===== src/rtl/spi_msg_framer.sv =====
// spi_msg_framer
// Frames each complete message held in the upstream SPI FIFO as a 16-bit
// word stream:  SYNC_WORD, {SRC_ID, length}, payload words, ~checksum.
// The checksum is the one's complement of the 16-bit wraparound sum of the
// header word and every payload word. The sync word is not included.
//
// Ports
//   RST           async active-low reset
//   SYS_CLK       system clock, rising edge
//   GOT_FULL_MSG  upstream has a complete message waiting
//   MSG_LEN       payload word count, valid the cycle after MSG_START
//   FIFO_Q        upstream FIFO data, valid the cycle after RD_REQ
//   MSG_START     one-cycle pulse asking upstream to latch MSG_LEN
//   RD_REQ        one-cycle FIFO read strobe, one per payload word
//   OUT_DATA      frame word
//   OUT_VALID     OUT_DATA holds a word
//   OUT_READY     sink accepts the word on this edge
//   OUT_LAST      marks the checksum word
//   BUSY          framer is not idle
module spi_msg_framer #(
    parameter logic [7:0]  SRC_ID    = 8'h03,
    parameter logic [15:0] SYNC_WORD = 16'hA55A
) (
    input  logic        RST,
    input  logic        SYS_CLK,
    input  logic        GOT_FULL_MSG,
    input  logic [7:0]  MSG_LEN,
    input  logic [15:0] FIFO_Q,
    output logic        MSG_START,
    output logic        RD_REQ,
    output logic [15:0] OUT_DATA,
    output logic        OUT_VALID,
    input  logic        OUT_READY,
    output logic        OUT_LAST,
    output logic        BUSY
);

    typedef enum logic [2:0] {
        IDLE,
        LATCH,
        LOAD,
        HDR0,
        HDR1,
        CAP,
        DATA,
        CSUM
    } state_t;

    state_t      state;
    state_t      state_n;
    logic [7:0]  words_left;
    logic [7:0]  words_left_n;
    logic [15:0] csum_acc;
    logic [15:0] csum_acc_n;
    logic [15:0] out_data_n;
    logic        out_valid_n;
    logic        out_last_n;
    logic        msg_start_n;
    logic        xfer;

    assign xfer = OUT_VALID & OUT_READY;
    assign BUSY = (state != IDLE);

    always_ff @(posedge SYS_CLK or negedge RST) begin
        if (!RST) begin
            state      <= IDLE;
            words_left <= 8'd0;
            csum_acc   <= 16'd0;
            OUT_DATA   <= 16'd0;
            OUT_VALID  <= 1'b0;
            OUT_LAST   <= 1'b0;
            MSG_START  <= 1'b0;
        end else begin
            state      <= state_n;
            words_left <= words_left_n;
            csum_acc   <= csum_acc_n;
            OUT_DATA   <= out_data_n;
            OUT_VALID  <= out_valid_n;
            OUT_LAST   <= out_last_n;
            MSG_START  <= msg_start_n;
        end
    end

    // RD_REQ is decoded from the accepting transfer itself, so the FIFO
    // advances on that same edge and its word is already on FIFO_Q while
    // CAP samples it. Gating by the transfer also means a stalled sink
    // never triggers a read.
    always_comb begin
        state_n      = state;
        words_left_n = words_left;
        csum_acc_n   = csum_acc;
        out_data_n   = OUT_DATA;
        out_valid_n  = OUT_VALID;
        out_last_n   = OUT_LAST;
        msg_start_n  = 1'b0;
        RD_REQ       = 1'b0;

        case (state)
            IDLE: begin
                if (GOT_FULL_MSG) begin
                    msg_start_n = 1'b1;
                    state_n     = LATCH;
                end
            end
            LATCH: begin
                state_n = LOAD;
            end
            LOAD: begin
                words_left_n = MSG_LEN;
                if (MSG_LEN == 8'd0) begin
                    state_n = IDLE;
                end else begin
                    out_data_n  = SYNC_WORD;
                    out_valid_n = 1'b1;
                    state_n     = HDR0;
                end
            end
            HDR0: begin
                if (xfer) begin
                    out_data_n = {SRC_ID, words_left};
                    csum_acc_n = {SRC_ID, words_left};
                    state_n    = HDR1;
                end
            end
            HDR1: begin
                if (xfer) begin
                    out_valid_n = 1'b0;
                    RD_REQ      = 1'b1;
                    state_n     = CAP;
                end
            end
            CAP: begin
                out_data_n   = FIFO_Q;
                out_valid_n  = 1'b1;
                csum_acc_n   = csum_acc + FIFO_Q;
                words_left_n = words_left - 8'd1;
                state_n      = DATA;
            end
            DATA: begin
                if (xfer) begin
                    if (words_left == 8'd0) begin
                        out_data_n = ~csum_acc;
                        out_last_n = 1'b1;
                        state_n    = CSUM;
                    end else begin
                        out_valid_n = 1'b0;
                        RD_REQ      = 1'b1;
                        state_n     = CAP;
                    end
                end
            end
            CSUM: begin
                if (xfer) begin
                    out_valid_n = 1'b0;
                    out_last_n  = 1'b0;
                    state_n     = IDLE;
                end
            end
            default: begin
                state_n = IDLE;
            end
        endcase
    end

endmodule


===== config.mk =====
export PLATFORM = sky130hd
export DESIGN_NAME = spi_msg_framer
export DESIGN_NICKNAME = d
export VERILOG_FILES = /design/src/rtl/spi_msg_framer.sv
export SDC_FILE = /design/constraint.sdc
export NUM_CORES = 1
export LEC_CHECK = 0
export CAP_MARGIN = 10
export CORE_ASPECT_RATIO = 1.25
export CORE_MARGIN = 10
export CORE_UTILIZATION = 55
export CTS_CLUSTER_DIAMETER = 30
export DETAILED_ROUTE_END_ITERATION = 16
export PLACE_DENSITY = 0.89
export SYNTH_ARGS = -nofsm -noshare
export SYNTH_HDL_FRONTEND = slang
export SYNTH_SLANG_ARGS = --single-unit

===== constraint.sdc =====
create_clock -name SYS_CLK -period 4.4 [get_ports SYS_CLK]
set_input_delay 0.88 -clock SYS_CLK [delete_from_list [all_inputs] [get_ports SYS_CLK]]
set_output_delay 0.88 -clock SYS_CLK [all_outputs]
set_load 0.005 [all_outputs]

# Word-level counts from Yosys, hierarchy flattened
# Cells that the tools add are included.
# Widths: inputs -> output; s select.
[totals]
ff_bits = 46
[op_classes]
n_reduce_logical = 15
mux = 29
n_eq_ne = 16
n_bitwise = 2
add_sub_neg = 2
[op_table]
columns = ["operator", "count"]
rows = [
  ["$mux 16", 4],
  ["$pmux 16 s4", 1],
  ["$pmux 16 s2", 1],
  ["$pmux 3 s8", 1],
  ["$add 16x16->16", 1],
  ["$logic_not 8->1", 2],
  ["$ne 2x2->1 const B", 8],
  ["$not 16->16", 1],
  ["$pmux 8 s2", 1],
  ["$mux 3", 5],
  ["$reduce_and 5->1", 3],
  ["$eq 3x3->1 const B", 4],
  ["$mux 1", 11],
  ["$reduce_bool 4->1", 2],
  ["$sub 8x1->8 const B", 1],
  ["$eq 3x2->1 const B", 2],
  ["$reduce_bool 2->1", 3],
  ["$mux 2", 2],
  ["$pmux 1 s2", 2],
  ["$pmux 1 s4", 1],
  ["$reduce_and 4->1", 1],
  ["$eq 3x1->1 const B", 1],
  ["$logic_not 3->1", 1],
  ["$reduce_bool 3->1", 1],
  ["4 further kinds", 4],
]

# Logic depth before layout (Yosys ltp)
# Gate-level depths: netlist of run 1.
[depth]
word_depth = 4
mapped_depth = 8
mapped_depth_nobuf = 8

# Least setup slack after synthesis of run 1
# No wires, ideal clock.
[synth_timing]
kind = "input -> register"
startpoint = "input FIFO_Q[0]"
endpoint = "register csum_acc[14]"
slack_ns = 1.630
required_time_ns = 4.331
arrival_ns = 2.701
n_path_buf = 0
stages = 8
setup_ns = 0.069
path_cell_list = "ha_1 > fa_1 > a21o_1 > a221o_2 > a21oi_4 > a31oi_1 > or3_1 > nand3_1"
[synth_via]
elab_chain_len = 2
[synth_rtl]
columns = ["element", "line", "rtl"]
rows = [
  ["from (decl)", "28", "input logic [15:0] FIFO_Q,"],
  ["$add 16x16->16", "135", "csum_acc_n = csum_acc + FIFO_Q;"],
  ["$pmux 16 s2", "98", "case (state)"],
  ["to (signal assigned)", "76", "csum_acc <= csum_acc_n;"],
  ["to (decl)", "53", "logic [15:0] csum_acc;"],
]
# No other way between the ends.
# A chain may end at the register's enable or synchronous reset.

# Worst setup path in the final report of run 1
[layout_timing]
startpoint = "register state[2]"
endpoint = "output RD_REQ"
[layout_via]
elab_chain_len = 2
word_cells_on_any_way = 3
[layout_rtl]
columns = ["element", "line", "rtl"]
rows = [
  ["from (decl)", "49", "state_t state;"],
  ["from (signal assigned)", "74", "state <= state_n;"],
  ["$eq 3x3->1", "98", ""],
  ["$pmux 1 s2 *", "98", ""],
  ["to (decl)", "30", "output logic RD_REQ,"],
]
# Mark *: on every way between the ends. The rest lies on a longest branch, timed or not.

==> impl_metrics.ini, run 1 <==
[setup_path]
crit_path_start_kind = flop
slowest_delay_ns = 0.86
r2r_slack_ns = 1.47
r2r_end = csum_acc[14]
r2r-start = state[2]
crit_path_top_delay_cell = dfrtp_1
end_kind = primary output
startpoint = state[2]
crit_chain = inv_1 -> nor4_1 -> clkdlybuf4s50_1
crit_type = reg -> out
worst_r2r_path_depth = 5
crit_fanout = 22
critPathRequiredTime_ns = 3.52
crit_arrival_ns = 2.49

[pwr]
p_leak_nw = 1.55
max-vdd-ir-drop_v = 0.000327
powerDensity_mw_per_mm2 = 694

[clocking]
holdBufCountCts = 0
tritoncts.num_buffers = 5
ctsResizeCount = 0
numClockSinks = 46
cts.clk_slew.worst_paths_ns = 0.08
clockBufferDepth = 2
cts_root_buf = clkbuf_8
insertion_delay_ns = 0.30
cts_tree = done
post-cts-setup-buffers = 0
htree_levels = 2

[timing]
setup_violations = 0
final_hold_viol_count = 0
finalSetupTns_ns = 0
slew_violations = 0
fmax_mhz = 297
finalCritPeriodShare_pct = 76.6
rsz0062_at_grt = false
worst-slew-pin-transition_ns = 1.11
skew_ns = 0.0111
period_needed_ns = 3.37
maxSlewHeadroom_pct = 25.7

[logic_synthesis]
ys_warn_count = 0
ys_seq_area_share_pct = 36.3
postSynthCellCount = 371
synthArstFlopShare_pct = 100
synthFlopType = dfrtp_1
synth-edff-count = 0
synth_area_mm2 = 0.00317
yosys_register_bits = 46
syn_nets = 417
syn_area_per_cell_um2 = 8.54
synth.distinct_cells = 56

[placement]
dpl.hpwl_um = 6650
gp_routability_congestion = 0.913
dp_cells = 466
port_buffers = 48

[global_routing]
grt_pass1_vias = 2947
antenna_found_initial = 0
track_usage_pct = 18.8
grt_overflow_total = 0
grt_max_degree = 47
grt_pass1_wl_um = 14300

[floorplan]
die-area_mm2 = 0.00921
io_pins = 49
core_area_mm2 = 0.00552
die_y_um = 105
start_util_pct = 57.4
num_rows = 30
die_w_um = 87.9

[drt]
wl_um = 8900
drt-pass1-iter-count = 5
ant_nets = 0
avgRoutedWirePerCell_um = 18.8
vias = 3057
via_per_inst = 6.46
drcViolationCount = 0
drt-initial-drc-count = 262

[hold_path]
whs_endpoint = OUT_DATA[13]
whs_path_depth = 1
hold_path.class = reg -> reg
hold_path_startpoint = OUT_DATA[13]

[cells_and_area]
diodes = 0
stdcell_count = 473
drive_above_1_share_pct = 5.87
area_growth_pct = 17.1
utilization_pct = 67.3
fin_nets = 455

[status]
outcome = finished clean

[flow_run]
drv_cap = 0
-- cells in the final DEF, fill, tap and decap left out, types with 3 or more instances in the layout --
| cell type | instances |
|---|---|
| inv_1 | 16 |
| a222oi_1 | 3 |
| and3_1 | 3 |
| xor2_1 | 4 |
| dfrtp_1 | 46 |
| nor2b_1 | 3 |
| nand3b_1 | 3 |
| clkbuf_8 | 5 |
| o22ai_1 | 6 |
| nand4_1 | 4 |
| nand3_1 | 12 |
| mux2i_1 | 3 |
| nor3_1 | 6 |
| xnor2_1 | 6 |
| nand2b_1 | 3 |
| a21o_1 | 4 |
| mux2_4 | 3 |
| clkdlybuf4s50_1 | 47 |
| nor2_1 | 42 |
| nand2_1 | 37 |
| nor4_1 | 3 |
| a31oi_1 | 6 |
| a311oi_1 | 4 |
| a22oi_1 | 10 |
| a21oi_1 | 36 |
| ha_1 | 17 |
| o21ai_0 | 37 |
-- kinds of logic after synthesis --
kind of cell               synth area share, %
AOI/OAI and AO/OA                         26.8
muxes                                     2.37
DFF                                       36.3
xor gates and xnor gates                  2.76
adders and majority gates                 7.35
buffers and inverters                     5.25
and+or+nand+nor                           19.2
-- layout make-up --
type                            count  area [µm²]
Multi-Input combinational cell    290        1850
Fill cell                         461        1810
Sequential cell                    46        1150
Timing Repair Buffer               50         490
Tap cell                           64        80.1
Clock buffer                        5        68.8
Inverter                           16        60.1
Clock inverter                      2        10.0
-- metrics by stage --
stage	setup WS [ns]	instance area [µm²]	power [mW]	hold slack (ns)
after floorplan	1.63	3170	1.86	0.470
after global placement	1.07	3630	2.23	0.476
after detailed placement	1.03	3630	2.30	0.505
after CTS	1.05	3710	2.55	0.527
after global routing	0.880	3710	2.76	0.540
final	1.03	3710	2.57	0.521
-- metal layers --
metal | track usage (%) | vias up | share of wire [%]
met2 | 30.5 | 149 | 49
li1 | - | 1427 | -
met1 | 23.1 | 1457 | 39
met3 | 3.57 | 24 | 8.3
met4 | 8.45 | 0 | 3.3
met5 | 0 | - | 0
-- how the worst max path moves through the flow --
stage / to / slack, ns
6_report: RD_REQ / 1.03
3_5_place_dp: csum_acc[14] / 1.03
2_1_floorplan: csum_acc[14] / 1.63
5_1_grt: RD_REQ / 0.88
4_1_cts: RD_REQ / 1.05
3_3_place_gp: csum_acc[14] / 1.07
-- worst max-delay path, delay by kind of cell (launching register included) --
family        cells  cell delay [ns]
flops             1             0.86
buf+inv           2             0.98
simple gates      1             0.35
-- power by group --
part / internal, mW / switching, mW / total [mW] / leakage [nW]
logic: 0.651 / 0.833 / 1.48 / 0.961
clock network: 0.107 / 0.142 / 0.249 / 0.0438
registers: 0.607 / 0.236 / 0.843 / 0.541
total: 1.36 / 1.21 / 2.57 / 1.55
-- state kept, by name, indices dropped and copies added (netlist names) --
name / cells
OUT_DATA: 16
csum_acc: 16
words_left: 8
state: 3
MSG_START: 1
OUT_LAST: 1
OUT_VALID: 1
-- cell usage after synthesis, drive strengths merged, types with 2 or more instances --
| cell | n | area share (%) |
|---|---|---|
| o21a | 2 | 0.47 |
| or3 | 2 | 0.39 |
| nand4 | 4 | 0.79 |
| a311oi | 4 | 1.1 |
| dfrtp | 46 | 36 |
| a21oi | 39 | 6.8 |
| mux2 | 3 | 1.4 |
| nor2b | 3 | 0.59 |
| a211oi | 2 | 0.47 |
| buf | 11 | 2.3 |
| o221ai | 2 | 0.55 |
| ha | 17 | 6.7 |
| a222oi | 3 | 0.95 |
| nor3 | 7 | 1.5 |
| o211ai | 2 | 0.63 |
| inv | 16 | 1.9 |
| nand3b | 3 | 0.71 |
| a31oi | 6 | 1.2 |
| nand2b | 3 | 0.59 |
| clkbuf | 8 | 1.0 |
| xor2 | 4 | 1.1 |
| nor4 | 3 | 0.59 |
| nor2 | 42 | 5.0 |
| and3 | 3 | 0.59 |
| a22oi | 10 | 2.4 |
| o22a | 2 | 0.55 |
| nand2 | 37 | 4.4 |
| o21ai | 37 | 5.8 |
| nor3b | 2 | 0.47 |
| a21o | 4 | 0.95 |
| o31ai | 3 | 1.1 |
| mux2i | 3 | 0.95 |
| nand3 | 12 | 1.9 |
| o22ai | 6 | 1.2 |
| xnor2 | 6 | 1.7 |
| a221o | 2 | 0.67 |
Note: power is estimated with default switching activity, not from simulation.
==> run 2, diff against run 1 <==
Settings changed: CORE_UTILIZATION 55 to 49, PLACE_DENSITY 0.89 to 0.85.
Clock period 4.4 ns to 2.8 ns, I/O delays scaled along.
==> run 2 against run 1 <==
Core utilization down 5.1 points. Register-to-register slack worse by 1.1 ns. Global-route usage shrank 1.1 points. Flip-flop and latch count unchanged. Largest power group unchanged. Combinational power up 72%. First-iteration DRC count increased by 35%. Final area increased by 4.7%. Clock-buffer cell count did not move. Highest routed layer unchanged. Routed wire length is 3.5% higher. Via count grew 3.9%. Total power up 64%. Non-clock buffer count up 18.
==> impl_metrics.ini, run 2 (synthesized netlist as in run 1, its figures left out) <==
[drt]
top_layer = met4
met1Wirelength_um = 3500
met3_length_um = 772
via_per_inst = 6.19
avgRoutedWirePerCell_um = 18.0
ant_nets = 0
drt-initial-drc-count = 354
drt-pass1-iter-count = 5
drcViolationCount = 0
wl_um = 9210
vias = 3176
wl_met2_um = 4480

[clocking]
clockBufferDepth = 2
insertion_delay_ns = 0.31
ctsResizeCount = 0
tritoncts.num_buffers = 5
cts_root_buf = clkbuf_8
htree_levels = 2
cts_tree = done
post-cts-setup-buffers = 0
holdBufCountCts = 0
cts.clk_slew.worst_paths_ns = 0.09
numClockSinks = 46

[timing]
period_needed_ns = 2.70
skew_ns = 0.00872
slew_violations = 0
whs_ns = 0.252
worst-slew-pin-transition_ns = 0.612
maxSlewHeadroom_pct = 59.2
fmax_mhz = 371
setup_ws_ns = 0.104
setup_violations = 0
final_hold_viol_count = 0
finalCritPeriodShare_pct = 96.3
rsz0062_at_grt = false

[floorplan]
core_area_mm2 = 0.00625
num_rows = 32
die_w_um = 91.9
die-area_mm2 = 0.0101
die_y_um = 110
start_util_pct = 50.7
io_pins = 49

[global_routing]
grt_pass1_wl_um = 14600
antenna_found_initial = 0
grt_pass1_vias = 3121
grt_max_degree = 28
track_usage_pct = 17.7
grt_overflow_total = 0

[setup_path]
crit_path_start_kind = input pin
crit_fanout = 2
end_kind = flop
crit_arrival_ns = 2.94
crit_type = in -> reg
critPathRequiredTime_ns = 3.04

[cells_and_area]
most-common-layout-cells = clkdlybuf4s50_1 (47), dfrtp_1 (46), nor2_1 (42)
layout_commonest_cell = clkdlybuf4s50_1
drive_above_1_share_pct = 10.0
reg_top3 = OUT_DATA (16), csum_acc (16), words_left (8)
fin_nets = 473
diodes = 0
area_growth_pct = 22.6

[placement]
pre_cts_ws_ns = -0.157
gp_routability_congestion = 0.958
port_buffers = 48
dpl.hpwl_um = 7020

[status]
outcome = finished clean

[hold_path]
hold_path.class = in -> async

[flow_run]
drv_cap = 0

[pwr]
powerDensity_mw_per_mm2 = 1090
max-vdd-ir-drop_v = 0.000424
p_leak_nw = 1.63
[run 2: cell count changes in the layout (fill, tap and decap cells not counted)]
cell	previous run	this run
clkinvlp_4	0	1
buf_4	2	20
clkinv_4	0	1
clkinv_2	2	1
[run 2: where the power goes]
group	leakage (nW)	internal [mW]	switching (mW)
combinational	1.05	1.13	1.41
clock	0.0441	0.176	0.246
sequential	0.541	0.955	0.301
total	1.63	2.26	1.96
[run 2: per-stage QoR]
step	setup TNS (ns)	cells	instance area [µm²]	util, %	total power, mW
floorplan	0	371	3170	-	2.93
global placement	-0.212	505	3790	60.7	3.65
detailed placement	-0.396	505	3790	60.7	3.76
CTS	0	513	3880	62.2	4.18
global route	0	513	3880	62.2	4.53
finish	0	513	3880	62.2	4.22
[run 2: area by class of cell]
class                      instances  area (µm²)
clock buffer                       5        68.8
multi-input combinational        290        1850
timing repair buffer              68         626
fill                             522        2360
clock inverter                     3        21.3
tap                               85         106
sequential                        46        1150
inverter                          16        60.1
[run 2: final timing paths]
path	startpoint	cells after the start	end	slack, ns
worst min-delay path	RST	1	OUT_LAST	0.25
worst min register to register	OUT_DATA[13]	1	OUT_DATA[13]	0.52
worst max-delay path	FIFO_Q[0]	9	csum_acc[14]	0.10
worst max register to register	csum_acc[0]	8	csum_acc[14]	0.41
min in group SYS_CLK	OUT_DATA[13]	1	OUT_DATA[13]	0.52
max in group asynchronous	RST	2	csum_acc[3]	1.84
[run 2: layer usage]
layer  global-route usage [%]  vias to the layer above
li1                         -                     1466
met1                     19.5                     1507
met2                     30.1                      165
met3                     4.57                       38
met4                     11.1                        0
met5                        0                        -
[run 2: worst max-delay path, cell delays in order]
cell	delay, ns
clkdlybuf4s50_1	0.43
ha_1	0.24
fa_1	0.40
a21o_1	0.21
a221o_2	0.38
a21oi_4	0.14
a31oi_1	0.12
or3_1	0.36
nand3_1	0.09
